<file path="src/rtl/tcm_pam5_encoder.sv">
// Trellis-coded 4D PAM-5 transmit encoder: valid/ready byte input, 8-state trellis, subset mapping.
// Optional side-stream scrambler enabled by defining TX_SCRAMBLER_EN.
module tcm_pam5_encoder #(
  parameter int          LEVEL_SCALE = 32,
  parameter logic [32:0] SCR_SEED    = 33'h1_FFFF_FFFF
) (
  input  logic       clock,
  input  logic       reset,
  input  logic [7:0] io_txData,
  input  logic       io_txValid,
  output logic       io_txReady,
  output logic [7:0] io_txSymbols_0,
  output logic [7:0] io_txSymbols_1,
  output logic [7:0] io_txSymbols_2,
  output logic [7:0] io_txSymbols_3,
  output logic       io_txSymValid,
  output logic [2:0] io_trellisState
);

  typedef enum logic [1:0] {
    IDLE   = 2'd0,
    DATA   = 2'd1,
    FLUSH1 = 2'd2,
    FLUSH2 = 2'd3
  } state_t;

  localparam logic signed [8:0] SCALE = 9'(LEVEL_SCALE);

  state_t      state, state_next;
  logic        beat;
  logic        flush_step;
  logic        code_en;
  logic [7:0]  d_scr;
  logic [7:0]  d_word;
  logic [8:0]  sd;
  logic [2:0]  cs, cs_next;
  logic [31:0] sym_next, sym_q;
  logic        sym_valid_q;

  // Per-lane coset pattern (1 = odd-level set {-1,+1}, 0 = even set {-2,0,+2}),
  // lanes A..D from MSB; Sd[5] selects the complementary coset of the subset.
  function automatic logic [3:0] subset_cosets(input logic [2:0] s);
    logic [3:0] pat;
    case (s)
      3'd0:    pat = 4'b0000;
      3'd1:    pat = 4'b0001;
      3'd2:    pat = 4'b0011;
      3'd3:    pat = 4'b0010;
      3'd4:    pat = 4'b0110;
      3'd5:    pat = 4'b0111;
      3'd6:    pat = 4'b0101;
      default: pat = 4'b0100;
    endcase
    return pat;
  endfunction

  function automatic logic [7:0] lane_value(input logic is_odd, input logic b, input logic neg2);
    logic signed [8:0] level;
    logic signed [8:0] prod;
    if (is_odd)  level = b ? -9'sd1 : 9'sd1;
    else if (!b) level = 9'sd0;
    else         level = neg2 ? -9'sd2 : 9'sd2;
    prod = level * SCALE;
    if (prod > 9'sd127)       return 8'h7F;
    else if (prod < -9'sd127) return 8'h81;
    else                      return prod[7:0];
  endfunction

  function automatic logic [31:0] map_symbol(input logic [8:0] w);
    logic [3:0] cosets;
    cosets = subset_cosets(w[8:6]) ^ {4{w[5]}};
    return {lane_value(cosets[3], w[3], w[4]),
            lane_value(cosets[2], w[2], w[4]),
            lane_value(cosets[1], w[1], w[4]),
            lane_value(cosets[0], w[0], w[4])};
  endfunction

  // Ready depends on FSM state (and reset) only, never on io_txValid.
  assign io_txReady = reset && ((state == IDLE) || (state == DATA));
  assign beat       = io_txValid && io_txReady;

  // NOTE: combinational blocks assign every output a default first so no latch is inferred.
  always_comb begin
    state_next = state;
    flush_step = 1'b0;
    case (state)
      IDLE:   if (beat) state_next = DATA;
      DATA: begin
        if (!io_txValid) begin
          state_next = FLUSH1;
          flush_step = 1'b1;
        end
      end
      FLUSH1: begin
        state_next = FLUSH2;
        flush_step = 1'b1;
      end
      default: state_next = IDLE;
    endcase
  end

`ifdef TX_SCRAMBLER_EN
  logic [32:0] scr, scr_next;
  logic [7:0]  scr_bits;

  // x^33 + x^13 + 1, eight steps per beat; bit 0 of scr_bits is the oldest output.
  always_comb begin
    scr_next = scr;
    scr_bits = '0;
    for (int i = 0; i < 8; i++) begin
      scr_bits[i] = scr_next[32] ^ scr_next[12];
      scr_next    = {scr_next[31:0], scr_bits[i]};
    end
  end

  always_ff @(posedge clock or negedge reset) begin
    if (!reset)    scr <= SCR_SEED;
    else if (beat) scr <= scr_next;
  end

  assign d_scr = io_txData ^ scr_bits;
`else
  assign d_scr = io_txData;
`endif

  // Flush words choose d[7:6] to cancel the state bits, driving cs to zero in two steps.
  assign code_en  = beat || flush_step;
  assign d_word   = flush_step ? {cs[1], cs[0], 6'b0} : d_scr;
  assign sd       = {cs[0], d_word};
  assign cs_next  = {d_word[7] ^ cs[1], d_word[6] ^ cs[0], cs[2]};
  assign sym_next = map_symbol(sd);

  // NOTE: sequential state uses non-blocking assignments so all registers update together.
  always_ff @(posedge clock or negedge reset) begin
    if (!reset) begin
      state       <= IDLE;
      cs          <= 3'd0;
      sym_q       <= '0;
      sym_valid_q <= 1'b0;
    end else begin
      state <= state_next;
      if (code_en) begin
        cs          <= cs_next;
        sym_q       <= sym_next;
        sym_valid_q <= 1'b1;
      end else begin
        sym_q       <= '0;
        sym_valid_q <= 1'b0;
      end
    end
  end

  assign io_txSymbols_0  = sym_q[31:24];
  assign io_txSymbols_1  = sym_q[23:16];
  assign io_txSymbols_2  = sym_q[15:8];
  assign io_txSymbols_3  = sym_q[7:0];
  assign io_txSymValid   = sym_valid_q;
  assign io_trellisState = cs;

endmodule
</file>
<file path="config.mk">
export PLATFORM = sky130hd
export DESIGN_NAME = tcm_pam5_encoder
export DESIGN_NICKNAME = d
export VERILOG_FILES = /design/src/rtl/tcm_pam5_encoder.sv
export SDC_FILE = /design/constraint.sdc
export NUM_CORES = 1
export LEC_CHECK = 0
export CAP_MARGIN = 25
export CORE_MARGIN = 5
export CORE_UTILIZATION = 37
export DETAILED_ROUTE_END_ITERATION = 6
export HOLD_SLACK_MARGIN = 0.15
export MAX_ROUTING_LAYER = met4
export PLACE_DENSITY_LB_ADDON = 0.15
export SYNTH_ARGS = -nofsm -noshare
export SYNTH_HDL_FRONTEND = slang
export SYNTH_SLANG_ARGS = --single-unit
</file>
<file path="constraint.sdc">
create_clock -name clock -period 1.75 [get_ports clock]
set_clock_uncertainty 0.15 [all_clocks]
set_input_delay 0.35 -clock clock [delete_from_list [all_inputs] [get_ports clock]]
set_output_delay 0.35 -clock clock [all_outputs]
set_load 0.05 [all_outputs]
</file>
Word-level counts from Yosys, hierarchy flattened:

Cells that the tools add are included.

* register bits: 38
* input bits: 11
* output and inout bits: 37

* $lt $le $gt $ge: 8
* equal/unequal tests: 10
* muxes and demuxes: 30
* bitwise operators: 3
* reduce and logical (&&, ||, !) cells: 7

Operators with widths (count)
* 8-bit two-way mux: 9
* 4-bit two-way mux: 13
* 9-bit by 8-bit > comparator with 1-bit output, second input constant: 4
* 9-bit by 8-bit less-than comparator with 1-bit output, second input constant: 4
* 32-bit two-way mux: 1
* 3-bit case mux with 7 select lines: 1
* 3-bit equality test, second input constant: 3
* 3-bit by 2-bit equality test with 1-bit output, second input constant: 2
* 2-bit case mux with 3 select lines: 1
* 2-bit two-way mux: 2
* 2-bit inequality test, second input constant: 2
* 4-bit XOR: 1
* 3-bit by 1-bit equality test with 1-bit output, second input constant: 1
* 3-bit logical NOT: 1
* 2-bit by 1-bit equality test with 1-bit output, second input constant: 1
* 2-bit equality test, second input constant: 1
* 1-bit logical AND: 2
* 2-bit logical NOT: 1
* 1-bit logical OR: 2
* 1-bit two-way mux: 2
* 1-bit case mux with 2 select lines: 1
* 2-bit AND reduction: 1
* 1-bit XOR: 2

Longest topological paths before layout:

* depth in word-level cells: 11
* depth in mapped cells: 6
* mapped depth without buffers: 6

Worst setup path before layout:

OpenSTA, ideal clock, no wires.

* path type: reg2reg
* start: register state[1]
* end: register cs[0], in the netlist io_trellisState[0]
* library setup time: 128 ps
* arrival time: 1471 ps
* path slack: 1 ps
* cell stages (with the launch flop): 7
* path through: dfrtp_1 > inv_1 > ha_1 > and2b_4 > o21a_4 > nor2_8 > mux2_1

* cells in the longest elaborated chain, start to end: 5

Ends and longest elaborated chain
* start, declared: RTL line 29 `state_t state, state_next;`
* start signal, assigned: RTL line 141 `state <= state_next;`
* 2-bit by 1-bit equality test with 1-bit output or 2-bit logical NOT (tied branches): RTL line 79, 86
* 1-bit logical OR: RTL line 79 `assign io_txReady = reset && ((state == IDLE) || (state == DATA));`
* 1-bit logical AND: RTL line 79
* 1-bit logical AND: RTL line 80 `assign beat = io_txValid && io_txReady;`
* 1-bit logical OR (*): RTL line 127 `assign code_en = beat || flush_step;`
* end signal, assigned: RTL line 143 `cs <= cs_next;`
* end, declared: RTL line 36 `logic [2:0] cs, cs_next;`

Mark *: on every way between the ends. The rest lies on a longest branch, timed or not.
A chain may end at the register's enable or synchronous reset.

Worst setup path after layout:

* start: register state[0]
* end: output port io_txReady

* cells in the longest elaborated chain, start to end: 3

Ends and longest elaborated chain
* 2-bit by 1-bit equality test with 1-bit output or 2-bit logical NOT (tied branches): RTL line 79
* 1-bit logical OR (*): RTL line 79
* 1-bit logical AND (*): RTL line 79
* end, declared: RTL line 11 `output logic io_txReady,`

Marks and branches as above.

==> flow_summary_export.csv <==
group,metric,value,unit
synthesis,ys_top_cells_by_count,"sky130_fd_sc_hd__dfrtp_1, sky130_fd_sc_hd__buf_4, sky130_fd_sc_hd__inv_1",
worst_setup_path,critical_path_required,1.25,ns
synthesis,synth.yosys.seq_area_share,0.4977,
synthesis,yosysTopAreaCellShare,0.4977,
route,drc_violation_total_after_the_first_tritonroute_iteration,15,
clocking,cts_tree,"done",
grt,track_usage,0.1273,
placement,gp_routability_congestion,0.8665,
clocking,cts-root-buf,"sky130_fd_sc_hd__clkbuf_4",
synthesis,yosysWarnings,0,
cells_and_area,n_fill_cell,247,
power,power.static_leakage,0.8370,nW
timing,min_period_over_period,1.080,
status,outcome,"finished with violations",
power,pwr_density_cell,1765,mW/mm2
synthesis,synth_async_sr_flop_share,1.000,
placement,dp_hpwl,1815,um
worst_setup_path,worst_path_fanout_max,3,
timing,fin_hold_ws,0.3414,ns
synthesis,synthFlopType,"sky130_fd_sc_hd__dfrtp_1",
worst_hold_path,min-delay-path-class,"in2async",
floorplan,io-pin-count,48,
grt,vias_in_the_first_global_route,880,
route,via_count,850,
timing,report.final.hold_viol_count,0,
synthesis,synth_area_per_cell,11.40,um2
grt,antenna_found_initial,0,
clocking,clock_tree.buffer_depth,2,
worst_setup_path,slowest_stage,"sky130_fd_sc_hd__dfrtp_1",
route,antenna_left,0,
worst_setup_path,critical_path.endpoint_type,"primary output",
placement,numPlacedInstances,177,
synthesis,synth_enable_flop_cells,0,
floorplan,die_y,64.68,um
route,vias_per_cell,4.645,
route,routedWlPerCell,12.74,um
cells_and_area,finalNetCount,168,
placement,quantity_of_i_o_buffers_inserted_on_ports,31,
synthesis,most_numerous_cell_in_the_yosys_netlist,"sky130_fd_sc_hd__dfrtp_1",
floorplan,die_x,64.68,um
synthesis,synth_cell_types,34,
timing,final_setup_violation_count,6,
synthesis,postSynthCellCount,97,
flow_run,cap_viol_max_count,0,
timing,max_clock_freq,529.1,MHz
worst_setup_path,critical_path_arrival,1.39,ns
synthesis,ys_seq_elements,22,
grt,pin_count_of_the_biggest_net_entering_global_routing,19,
clocking,clock_tree.htree_level_count,1,
timing,rsz0062_at_grt,"yes",
grt,overflow,0,
timing,timing.final.crit_period,1.890,ns
clocking,cts_buf_count,3,
synthesis,netlist_top_cells_area,"sky130_fd_sc_hd__dfrtp_1, sky130_fd_sc_hd__buf_4, sky130_fd_sc_hd__ha_1, sky130_fd_sc_hd__xnor2_1, sky130_fd_sc_hd__o21a_1",
cells_and_area,final-seq-area,550.5,um2
timing,setup_tns,-0.3304,ns
cells_and_area,final_util,0.5941,
worst_setup_path,worst_path_max_stage_delay,0.45,ns
route,drc_errors,0,
timing,fin_ws,-0.1401,ns
cells_and_area,multi_input_area,530.5,um2
worst_setup_path,worst_setup_start_kind,"flip-flop",
synthesis,synth_largest_area_cell,"sky130_fd_sc_hd__dfrtp_1",
synthesis,mappedNetlistArea,0.001106,mm2
power,fin_total_pwr,2.941,mW
timing,final-max-slew-violation-count,0,
cells_and_area,antenna-diode-count,0,
status,violations_in_the_final_reports,"negative setup slack",
grt,global_route_wire_length_before_repair,3946,um
cells_and_area,final_cells,183,
floorplan,core,0.002805,mm2
worst_setup_path,path_cells,"ha_4 -> buf_6 -> o21a_1 -> buf_12",
cells_and_area,synthToLayoutAreaGrowth,50.68,%
worst_setup_path,timing.setup.critical_path_class,"reg2out",
power,vdd_ir_drop_max,0.8511,mV
route,totalWireLength,2332,um
floorplan,dieArea,0.004183,mm2
floorplan,start_util,0.3943,
clocking,worstSkewPairLatency,0.30,ns
cells_and_area,layout-drive-gt1-share,0.3882,
clocking,clkTransAtPathRegs,0.12,ns
clocking,clkSinkCount,22,
route,first_drt_pass_iteration_count,3,
floorplan,row_count,19,
-- metal layers --
layer  track usage  part of all wire
met3       0.03454             0.090
met2        0.2023              0.46
met1        0.1457              0.42
met4       0.07124             0.027
met5             -                 0
-- through the flow --
stage               cell area [um2]  setup slack [ns]
finish                         1667           -0.1401
global route                   1667           -0.1985
CTS                            1642           -0.1259
detailed placement             1554           -0.2044
global placement               1554           -0.1979
floorplan                      1177         0.0008419
-- what timing repair did --
action                                  CTS  global route
hold endpoints to repair                  0             0
hold buffers                              0             0
pin swaps                                 5             5
setup buffers                             2             0
endpoints found under the setup margin    6            11
gates resized for setup                   8            10
-- cells in the final DEF, fill, tap and decap left out, types with 2 or more instances in the layout --
master                            instances
sky130_fd_sc_hd__buf_4                   30
sky130_fd_sc_hd__dfrtp_1                 22
sky130_fd_sc_hd__conb_1                  20
sky130_fd_sc_hd__clkdlybuf4s50_1         10
sky130_fd_sc_hd__buf_12                   7
sky130_fd_sc_hd__nand2_1                  4
sky130_fd_sc_hd__and3_1                   4
sky130_fd_sc_hd__o21a_1                   4
sky130_fd_sc_hd__xnor2_1                  4
sky130_fd_sc_hd__inv_2                    3
sky130_fd_sc_hd__inv_1                    3
sky130_fd_sc_hd__nor2_1                   3
sky130_fd_sc_hd__clkbuf_4                 3
sky130_fd_sc_hd__o211ai_1                 2
sky130_fd_sc_hd__ha_4                     2
sky130_fd_sc_hd__buf_6                    2
-- path summary, 6_finish.rpt --
check / endpoint / from / depth (start not counted) / slack, ns
worst max register to register: sym_q[23] / state[0] / 6 / -0.07
worst min-delay path: state[1] / reset / 2 / 0.34
min in group clock: sym_q[14] / io_txData[1] / 3 / 0.45
max in group asynchronous: sym_q[21] / reset / 2 / 0.83
worst min register to register: io_trellisState[0] / io_trellisState[2] / 1 / 0.48
worst max-delay path: io_txReady / state[0] / 4 / -0.14
-- critical path, delay by kind of cell (launching register included) --
| kind | cells | cell delay [ns] |
|---|---|---|
| flops | 1 | 0.45 |
| buf+inv | 2 | 0.26 |
| fa+ha+maj | 1 | 0.19 |
| compound gates | 1 | 0.19 |
-- cell type report --
type | count | area share
clock buffers | 4 | 0.02177
multi-input cells | 71 | 0.3183
inverters | 6 | 0.01351
flip-flops and latches | 22 | 0.3303
repair buffers | 49 | 0.2928
well taps | 31 | 0.02327
-- cells by family after synthesis --
group | synth area share
compound gates | 0.1448
xor+xnor | 0.03959
fa+ha+maj | 0.04525
buf+inv | 0.1357
flops | 0.4977
mux | 0.02036
other cells | 0.003390
simple gates | 0.1131
-- registers in the layout, summed over array words and instances, names as in the netlist --
signal           flops
io_txSymValid        1
sym_q               16
state                2
io_trellisState      3
-- report_power, final --
part	internal [mW]	leakage (nW)	switching, mW	total [mW]
sequential	0.630	0.287	0.111	0.741
combinational	0.911	0.529	1.02	1.93
clock	0.127	0.0210	0.146	0.273
No activity file was read; power rests on OpenSTA's default activity.
